[src/rtl/snake_engine_if.sv]
`default_nettype none
// +----------------------------------------------------------------------------+
// | Module      : snake_engine_if                                              |
// | Description : Key/tick inputs and segment-position outputs of snake_engine |
// | Revision    : 1.0 - initial release                                        |
// +----------------------------------------------------------------------------+
interface snake_engine_if #(
    parameter int NSEG = 4
);
    logic                 tick;
    logic                 key_valid;
    logic [7:0]           key_code;
    logic [13*NSEG-1:0]   seg_pos;
    logic [1:0]           state;
    logic                 step;
    logic                 died;

    modport master (
        output tick, key_valid, key_code,
        input  seg_pos, state, step, died
    );

    modport slave (
        input  tick, key_valid, key_code,
        output seg_pos, state, step, died
    );
endinterface
`default_nettype wire

[src/rtl/snake_engine.sv]
`default_nettype none
// +----------------------------------------------------------------------------+
// | Module      : snake_engine                                                 |
// | Description : Snake game logic: keys + frame ticks -> segment positions.   |
// |               Define SNAKE_WRAP_EN for toroidal wrap instead of walls.     |
// | Revision    : 1.0 - initial release                                        |
// +----------------------------------------------------------------------------+
module snake_engine #(
    parameter int NSEG     = 4,
    parameter int GRID_W   = 64,
    parameter int GRID_H   = 48,
    parameter int MOVE_DIV = 4,
    parameter int START_X  = 3,
    parameter int START_Y  = 0
) (
    input  wire logic       clk,
    input  wire logic       reset,
    snake_engine_if.slave   bus
);
    localparam int         c_cw       = (MOVE_DIV > 1) ? $clog2(MOVE_DIV) : 1;
    localparam logic [c_cw-1:0] c_cnt_last = c_cw'(MOVE_DIV - 1);
    localparam logic [6:0] c_x_max    = 7'(GRID_W - 1);
    localparam logic [5:0] c_y_max    = 6'(GRID_H - 1);
    localparam logic [1:0] c_dir_right = 2'd0;
    localparam logic [1:0] c_dir_left  = 2'd1;
    localparam logic [1:0] c_dir_down  = 2'd2;
    localparam logic [1:0] c_dir_up    = 2'd3;
`ifdef SNAKE_WRAP_EN
    localparam logic       c_wrap     = 1'b1;
`else
    localparam logic       c_wrap     = 1'b0;
`endif

    typedef enum logic [1:0] {
        S_IDLE  = 2'd0,
        S_RUN   = 2'd1,
        S_PAUSE = 2'd2,
        S_DEAD  = 2'd3
    } state_t;

    state_t            r_state, w_state_nxt;
    logic [6:0]        r_seg_x [NSEG];
    logic [5:0]        r_seg_y [NSEG];
    logic [1:0]        r_dir, r_pend;
    logic [c_cw-1:0]   r_frame_cnt;
    logic              r_step, r_died;

    logic              w_arrow, w_space, w_esc, w_arrow_ok;
    logic [1:0]        w_arrow_dir;
    logic              w_tick_run, w_step_due;
    logic [6:0]        w_nxt_x;
    logic [5:0]        w_nxt_y;
    logic              w_wall, w_self, w_collide;

    always_comb begin
        w_arrow     = 1'b0;
        w_arrow_dir = c_dir_right;
        w_space     = 1'b0;
        w_esc       = 1'b0;
        if (bus.key_valid) begin
            case (bus.key_code)
                8'h74:   begin w_arrow = 1'b1; w_arrow_dir = c_dir_right; end
                8'h6B:   begin w_arrow = 1'b1; w_arrow_dir = c_dir_left;  end
                8'h72:   begin w_arrow = 1'b1; w_arrow_dir = c_dir_down;  end
                8'h75:   begin w_arrow = 1'b1; w_arrow_dir = c_dir_up;    end
                8'h29:   w_space = 1'b1;
                8'h76:   w_esc   = 1'b1;
                default: ;
            endcase
        end
    end

    // Opposite directions differ only in bit 0 of the encoding.
    assign w_arrow_ok = w_arrow && (r_state == S_IDLE || r_state == S_RUN) &&
                        (w_arrow_dir != (r_dir ^ 2'b01));
    assign w_tick_run = (r_state == S_RUN) && bus.tick && !w_space && !w_esc;
    assign w_step_due = w_tick_run && (r_frame_cnt == c_cnt_last);

    always_comb begin
        w_nxt_x = r_seg_x[0];
        w_nxt_y = r_seg_y[0];
        w_wall  = 1'b0;
        case (r_pend)
            c_dir_right: if (r_seg_x[0] == c_x_max) begin w_wall = 1'b1; w_nxt_x = 7'd0; end
                         else w_nxt_x = r_seg_x[0] + 7'd1;
            c_dir_left:  if (r_seg_x[0] == 7'd0) begin w_wall = 1'b1; w_nxt_x = c_x_max; end
                         else w_nxt_x = r_seg_x[0] - 7'd1;
            c_dir_down:  if (r_seg_y[0] == c_y_max) begin w_wall = 1'b1; w_nxt_y = 6'd0; end
                         else w_nxt_y = r_seg_y[0] + 6'd1;
            default:     if (r_seg_y[0] == 6'd0) begin w_wall = 1'b1; w_nxt_y = c_y_max; end
                         else w_nxt_y = r_seg_y[0] - 6'd1;
        endcase
        // The tail cell is vacated by this step, so it is excluded.
        w_self = 1'b0;
        for (int i = 0; i < NSEG - 1; i++) begin
            if (r_seg_x[i] == w_nxt_x && r_seg_y[i] == w_nxt_y) w_self = 1'b1;
        end
        w_collide = w_self | (w_wall & ~c_wrap);
    end

    always_comb begin
        w_state_nxt = r_state;
        if (w_esc) begin
            w_state_nxt = S_IDLE;
        end else begin
            case (r_state)
                S_IDLE:  if (w_arrow_ok) w_state_nxt = S_RUN;
                S_RUN:   if (w_space) w_state_nxt = S_PAUSE;
                         else if (w_step_due && w_collide) w_state_nxt = S_DEAD;
                S_PAUSE: if (w_space) w_state_nxt = S_RUN;
                default: w_state_nxt = S_DEAD;
            endcase
        end
    end

    always_ff @(posedge clk) begin
        if (reset) r_state <= S_IDLE;
        else       r_state <= w_state_nxt;
    end

    always_ff @(posedge clk) begin
        if (reset || w_esc) begin
            for (int i = 0; i < NSEG; i++) begin
                r_seg_x[i] <= 7'(START_X - i);
                r_seg_y[i] <= 6'(START_Y);
            end
            r_dir       <= c_dir_right;
            r_pend      <= c_dir_right;
            r_frame_cnt <= '0;
            r_step      <= 1'b0;
            r_died      <= 1'b0;
        end else begin
            r_step <= 1'b0;
            r_died <= 1'b0;
            if (w_arrow_ok) r_pend <= w_arrow_dir;
            if (r_state == S_IDLE && w_arrow_ok)
                r_frame_cnt <= '0;
            else if (w_tick_run)
                r_frame_cnt <= w_step_due ? '0 : r_frame_cnt + 1'b1;
            if (w_step_due) begin
                if (w_collide) begin
                    r_died <= 1'b1;
                end else begin
                    r_dir      <= r_pend;
                    r_seg_x[0] <= w_nxt_x;
                    r_seg_y[0] <= w_nxt_y;
                    for (int i = 1; i < NSEG; i++) begin
                        r_seg_x[i] <= r_seg_x[i-1];
                        r_seg_y[i] <= r_seg_y[i-1];
                    end
                    r_step <= 1'b1;
                end
            end
        end
    end

    for (genvar gi = 0; gi < NSEG; gi++) begin : g_pack
        assign bus.seg_pos[13*gi +: 13] = {r_seg_y[gi], r_seg_x[gi]};
    end

    assign bus.state = r_state;
    assign bus.step  = r_step;
    assign bus.died  = r_died;
endmodule
`default_nettype wire
[src/flat_wrapper.sv]
// flat-port wrapper written by rule: the top's interface ports become plain ports
module snake_engine_flat 
#(
    parameter int NSEG     = 4,
    parameter int GRID_W   = 64,
    parameter int GRID_H   = 48,
    parameter int MOVE_DIV = 4,
    parameter int START_X  = 3,
    parameter int START_Y  = 0
)
  (clk, reset, bus_tick, bus_key_valid, bus_key_code, bus_seg_pos, bus_state, bus_step, bus_died);
  snake_engine_if #(.NSEG(NSEG)) bus_i ();
  input  wire logic clk;
  input  wire logic reset;
  input wire logic [$bits(bus_i.tick)-1:0] bus_tick;
  input wire logic [$bits(bus_i.key_valid)-1:0] bus_key_valid;
  input wire logic [$bits(bus_i.key_code)-1:0] bus_key_code;
  output wire logic [$bits(bus_i.seg_pos)-1:0] bus_seg_pos;
  output wire logic [$bits(bus_i.state)-1:0] bus_state;
  output wire logic [$bits(bus_i.step)-1:0] bus_step;
  output wire logic [$bits(bus_i.died)-1:0] bus_died;
  assign bus_i.tick = bus_tick;
  assign bus_i.key_valid = bus_key_valid;
  assign bus_i.key_code = bus_key_code;
  assign bus_seg_pos = bus_i.seg_pos;
  assign bus_state = bus_i.state;
  assign bus_step = bus_i.step;
  assign bus_died = bus_i.died;
  snake_engine #(.NSEG(NSEG), .GRID_W(GRID_W), .GRID_H(GRID_H), .MOVE_DIV(MOVE_DIV), .START_X(START_X), .START_Y(START_Y)) u_core (.clk(clk), .reset(reset), .bus(bus_i));
endmodule
[config.mk]
export PLATFORM = sky130hd
export DESIGN_NAME = snake_engine_flat
export DESIGN_NICKNAME = d
export VERILOG_FILES = /design/src/rtl/snake_engine_if.sv /design/src/rtl/snake_engine.sv /design/src/flat_wrapper.sv
export SDC_FILE = /design/constraint.sdc
export NUM_CORES = 1
export LEC_CHECK = 0
export CAP_MARGIN = 10
export CORE_MARGIN = 4
export CORE_UTILIZATION = 50
export DETAILED_ROUTE_END_ITERATION = 8
export GPL_TIMING_DRIVEN = 0
export PLACE_DENSITY = 0.78
export SYNTH_ARGS = -nofsm -noshare
export SYNTH_HDL_FRONTEND = slang
export SYNTH_SLANG_ARGS = --single-unit
[constraint.sdc]
create_clock -name clk -period 10.1 [get_ports clk]
set_clock_uncertainty 0.2 [all_clocks]
set_input_delay 2.525 -clock clk [delete_from_list [all_inputs] [get_ports clk]]
set_output_delay 2.525 -clock clk [all_outputs]
set_load 0.02 [all_outputs]
==> tab_implementation.tex, run 1 <==
\begin{tabular}{lr}
\hline
Metric & Value \\
\hline
\multicolumn{2}{l}{\textbf{Yosys}} \\
\quad Netlist area before placement & roughly 0.0037 mm² \\
\quad Mapped Nets & around 360 \\
\quad Top cells by count, synth & sky130\_fd\_sc\_hd\_\_edfxtp\_1, sky130\_fd\_sc\_hd\_\_and2\_1, sky130\_fd\_sc\_hd\_\_nand2\_1 \\
\quad Sequential element share of the synthesized area & $\sim$48\% \\
\quad Count of flip-flops with a built-in enable after synthesis & 52 \\
\quad Async SR Flop Fraction & 0\% \\
\quad Share of the synthesized area in the top cell type & 42.3\% \\
\quad Average cell area after synthesis & 10.8 µm² \\
\quad Number of distinct library cell variants in the gate-level netlist after synthesis & 66 \\
\quad Most frequently used cell type in the post-synthesis netlist & sky130\_fd\_sc\_hd\_\_edfxtp\_1 \\
\quad Leading cell types by total area after synthesis & sky130\_fd\_sc\_hd\_\_edfxtp\_1, sky130\_fd\_sc\_hd\_\_and2\_1, sky130\_fd\_sc\_hd\_\_dfxtp\_1, sky130\_fd\_sc\_hd\_\_xnor2\_1, sky130\_fd\_sc\_hd\_\_xor2\_1 \\
\quad Synth warnings & 0 \\
\quad Number of standard cells after synthesis & approximately 340 \\
\quad Dominant synthesized flop cell & sky130\_fd\_sc\_hd\_\_edfxtp\_1 \\
\quad Cell taking the most area after synthesis & sky130\_fd\_sc\_hd\_\_edfxtp\_1 \\
\quad Flops \& latches, synth & 62 \\
\multicolumn{2}{l}{\textbf{Drt}} \\
\quad Post-route ant nets & 0 \\
\quad Average wire length per cell after detail routing & 16.7 µm \\
\quad First-pass detailed-route iteration total & 4 \\
\quad Remaining routing DRC violations & 0 \\
\quad First-iteration detailed-routing DRC count & $\sim$200 \\
\quad Drt total wl & 8.80 mm \\
\quad Detailed-route via count & roughly 3000 \\
\quad Via density & about 5.7 \\
\multicolumn{2}{l}{\textbf{Pwr}} \\
\quad Seq pwr share & between 40\% and 50\% \\
\quad Highest ir drop seen on vdd & between 0.07 and 0.08 mV \\
\quad Share of power burned in combinational logic & roughly 12\% \\
\quad Ratio of total power to cell area & approximately 130 mW/mm² \\
\quad Clock network fraction of total power & between 40\% and 50\% \\
\quad Static leakage power & approximately 1.7 nW \\
\quad Switching Fraction & about a quarter \\
\quad Total internal power & about 0.00045 W \\
\quad Switching Power & 0.000149 W \\
\multicolumn{2}{l}{\textbf{Setup path}} \\
\quad Required time of the critical path & 9.99 ns \\
\quad CP max stage delay & 0.53 ns \\
\quad Slowest cell on the critical path & sky130\_fd\_sc\_hd\_\_clkdlybuf4s50\_1 \\
\quad Most used cell along the critical path & sky130\_fd\_sc\_hd\_\_nand2\_1 \\
\quad CP endpoint kind & register \\
\quad Max FO, Critical Path & 28 \\
\quad Setup crit start kind & input port \\
\quad Arrival time reported for the critical path endpoint & between 5 and 6 ns \\
\quad Critical path, cell by cell & clkdlybuf4s50\_1 > nand2\_1 > nor3\_1 > nand2\_1 > or3\_1 > nand4\_1 > nor4\_2 > nand2b\_2 > buf\_12 \\
\quad FF-to-FF Start & u\_core.r\_seg\_x[0][0]\$\_SDFFCE\_PN1P\_ \\
\quad Launching instance or port of the critical path & bus\_key\_code[6] \\
\quad Worst setup path category & input port to register \\
\multicolumn{2}{l}{\textbf{Clock tree}} \\
\quad Number of buffers created by CTS & 9 \\
\quad CTS Hold Bufs & 0 \\
\quad CTS tree & yes \\
\quad Max clock buf depth & 2 \\
\quad Cts repair resizes & 0 \\
\quad Clock sink count & a little over 60 \\
\quad Total setup buffers inserted after CTS & 0 \\
\quad Clk Latency, worst-skew pair & 0.35 ns \\
\quad Clock Pin Slew Worst Setup and Hold Paths & roughly 0.070 ns \\
\quad Root Buffer & sky130\_fd\_sc\_hd\_\_clkbuf\_8 \\
\quad Deepest level of the CTS H-tree & 3 \\
\multicolumn{2}{l}{\textbf{Cells and area}} \\
\quad Layout cell share with drive strength beyond 1 & about 11\% \\
\quad Syn-to-layout area delta & 27.9\% \\
\quad Sequential cell area & approximately 0.0018 mm² \\
\quad Net count, final & around 440 \\
\quad Final non-filler cell area & around 0.0047 mm² \\
\quad Multi-input gate area in the final layout & between 0.0015 and 0.002 mm² \\
\quad Antenna cells & 0 \\
\quad Number of fill cells & slightly below 600 \\
\multicolumn{2}{l}{\textbf{STA}} \\
\quad Hold violation total from the final report & 0 \\
\quad Max-slew violation count & 0 \\
\quad Unrepaired setup endpoints after global routing & false \\
\quad Share of the clock period used by the worst path & between 50\% and 60\% \\
\quad Maximum frequency from static timing analysis & around 0.19 GHz \\
\quad Worst Setup Slack, final & between 4 and 5 ns \\
\quad Total setup violations reported at the end of the flow & 0 \\
\quad Transition time at the pin with the least slew margin & approximately 0.64 ns \\
\quad Remaining max-slew budget at the tightest pin & between 50\% and 60\% \\
\quad Setup total negative slack & 0 ns \\
\quad Shortest clock period the worst path allows after layout & roughly 5.3 ns \\
\multicolumn{2}{l}{\textbf{Die}} \\
\quad Vertical die dimension & around 94 µm \\
\quad Core area & about 0.0072 mm² \\
\quad Horizontal die dimension & $\sim$94 µm \\
\quad Die footprint & 0.00883 mm² \\
\quad Number of rows created at floorplan & 31 \\
\quad Initial cell density of the core & between 50 and 60\% \\
\quad Ports placed on the boundary & just under 70 \\
\multicolumn{2}{l}{\textbf{Global route}} \\
\quad GR Overflow Total & 0 \\
\quad Maximum number of pins on one net before global-route repair & 29 \\
\quad Number of global-route vias before repair & between 2000 and 3000 \\
\quad Wire length of the first global-routing pass & roughly 14 mm \\
\quad Initial antenna violation count & 0 \\
\quad Global-route usage over all layers & a little over a fifth \\
\multicolumn{2}{l}{\textbf{Job}} \\
\quad Reported max-cap violation count & 0 \\
\multicolumn{2}{l}{\textbf{Hold path}} \\
\quad Hold Startpoint & u\_core.r\_frame\_cnt[0]\$\_SDFFE\_PP0P\_ \\
\quad Type of the worst min-delay path & register to register \\
\multicolumn{2}{l}{\textbf{Place}} \\
\quad Port-buffer cells & 67 \\
\quad Post-Place Cell Area & approximately 0.0045 mm² \\
\quad Setup slack after placement & 4.46 ns \\
\quad Final estimated routing congestion in global placement & between 0.8 and 0.9 \\
\quad Half-perimeter wire length after placement & 6.52 mm \\
\multicolumn{2}{l}{\textbf{Status}} \\
\quad Status & complete, no violations \\
\hline
\end{tabular}
## path summary, 6_finish.rpt
check,to,slack [ns],cells after the start
setup reg to reg,u_core.r_seg_y[0][2]$_SDFFCE_PN0P_,5.67,13
hold / removal,u_core.r_frame_cnt[0]$_SDFFE_PP0P_,0.28,2
hold reg to reg,u_core.r_frame_cnt[0]$_SDFFE_PP0P_,0.28,2
setup / recovery,u_core.r_seg_y[0][2]$_SDFFCE_PN0P_,4.84,9
## flip-flops by register name, summed over array words and instances, names as in the netlist
register / count
u_core.r_seg_y: 24
u_core.bus.died: 1
u_core.r_pend: 2
u_core.r_dir: 2
u_core.r_seg_x: 28
u_core.bus.state: 2
u_core.r_frame_cnt: 2
u_core.bus.step: 1
## power groups by stage
stage	clock network, W	registers (W)	logic, W
2_1_floorplan	0	0.000304	0.0000314
3_3_place_gp	0	0.000297	0.0000668
3_5_place_dp	0	0.000296	0.0000692
4_1_cts	0.000242	0.000290	0.0000695
5_1_grt	0.000252	0.000291	0.0000747
6_report	0.000241	0.000290	0.0000691
## metrics by stage
step	total power, W	cells	util (%)	hold WS [ns]
6_report	0.000600	526	65.5	0.275
4_1_cts	0.000602	526	65.5	0.281
3_5_place_dp	0.000365	510	62.5	0.271
3_3_place_gp	0.000363	509	62.2	0.259
2_1_floorplan	0.000336	343	-	0.247
5_1_grt	0.000618	526	65.5	0.313
## final cells by class
type	instances	area share, %
multi-input cells	250	37.2
flip-flops and latches	62	37.3
well taps	99	2.62
inverters	13	1.03
repair buffers	68	14.6
plain buffers	18	2.78
clock inverters	7	1.88
clock buffers	9	2.62
## cell usage in the layout (no fill, tap or decap), types with 10 or more instances in the layout
| cell type | count |
|---|---|
| sky130_fd_sc_hd__xnor2_1 | 15 |
| sky130_fd_sc_hd__a21oi_1 | 14 |
| sky130_fd_sc_hd__inv_1 | 12 |
| sky130_fd_sc_hd__xor2_1 | 15 |
| sky130_fd_sc_hd__nor2_1 | 15 |
| sky130_fd_sc_hd__nor4_1 | 13 |
| sky130_fd_sc_hd__nand2_1 | 22 |
| sky130_fd_sc_hd__o21ai_0 | 11 |
| sky130_fd_sc_hd__edfxtp_1 | 52 |
| sky130_fd_sc_hd__clkdlybuf4s50_1 | 67 |
| sky130_fd_sc_hd__dfxtp_1 | 10 |
| sky130_fd_sc_hd__and2_1 | 40 |
## critical path, delay by kind of cell
kind | cells | cell delay (ns)
buffers and inverters | 2 | 0.86
and+or+nand+nor | 7 | 1.76
## kinds of logic (layout without fill, tap and decap cells)
logic type,Yosys count,count (layout),synth area share (%)
xor gates and xnor gates,30,30,7.11
adders and majority gates,7,7,2.37
and+or+nand+nor,147,147,24.0
AOI/OAI and AO/OA,60,60,12.3
DFF,62,62,47.7
buffers and inverters,31,115,4.88
muxes,6,6,1.66
## metal layers
metal | global-route usage, % | up-vias | wire length (µm)
li1 | - | 1418 | -
met1 | 26.6 | 1429 | 3750
met2 | 34.3 | 122 | 4240
met3 | 4.09 | 19 | 617
met4 | 8.90 | 0 | 188
met5 | 0 | - | 0
No activity file was read; power rests on OpenSTA's default activity.
==> run 2, diff against run 1 <==
- clock period: 10.1 -> 5.1 ns (I/O delays scaled with it)
==> results of run 2 <==
The final DEF is identical to that of run 1. Status: complete, no violations.
Main changes from that run: setup slack after placement 4.46 ns -> 0.665 ns; setup slack after layout 4.84 ns -> 0.668 ns; start point of the critical path bus_key_code[6] -> u_core.r_seg_x[0][0]$_SDFFCE_PN1P_; register-to-register setup slack 5.67 ns -> 0.67 ns; total power 0.000600 W -> 0.00119 W; worst IR drop on VDD 0.0715 mV -> 0.142 mV
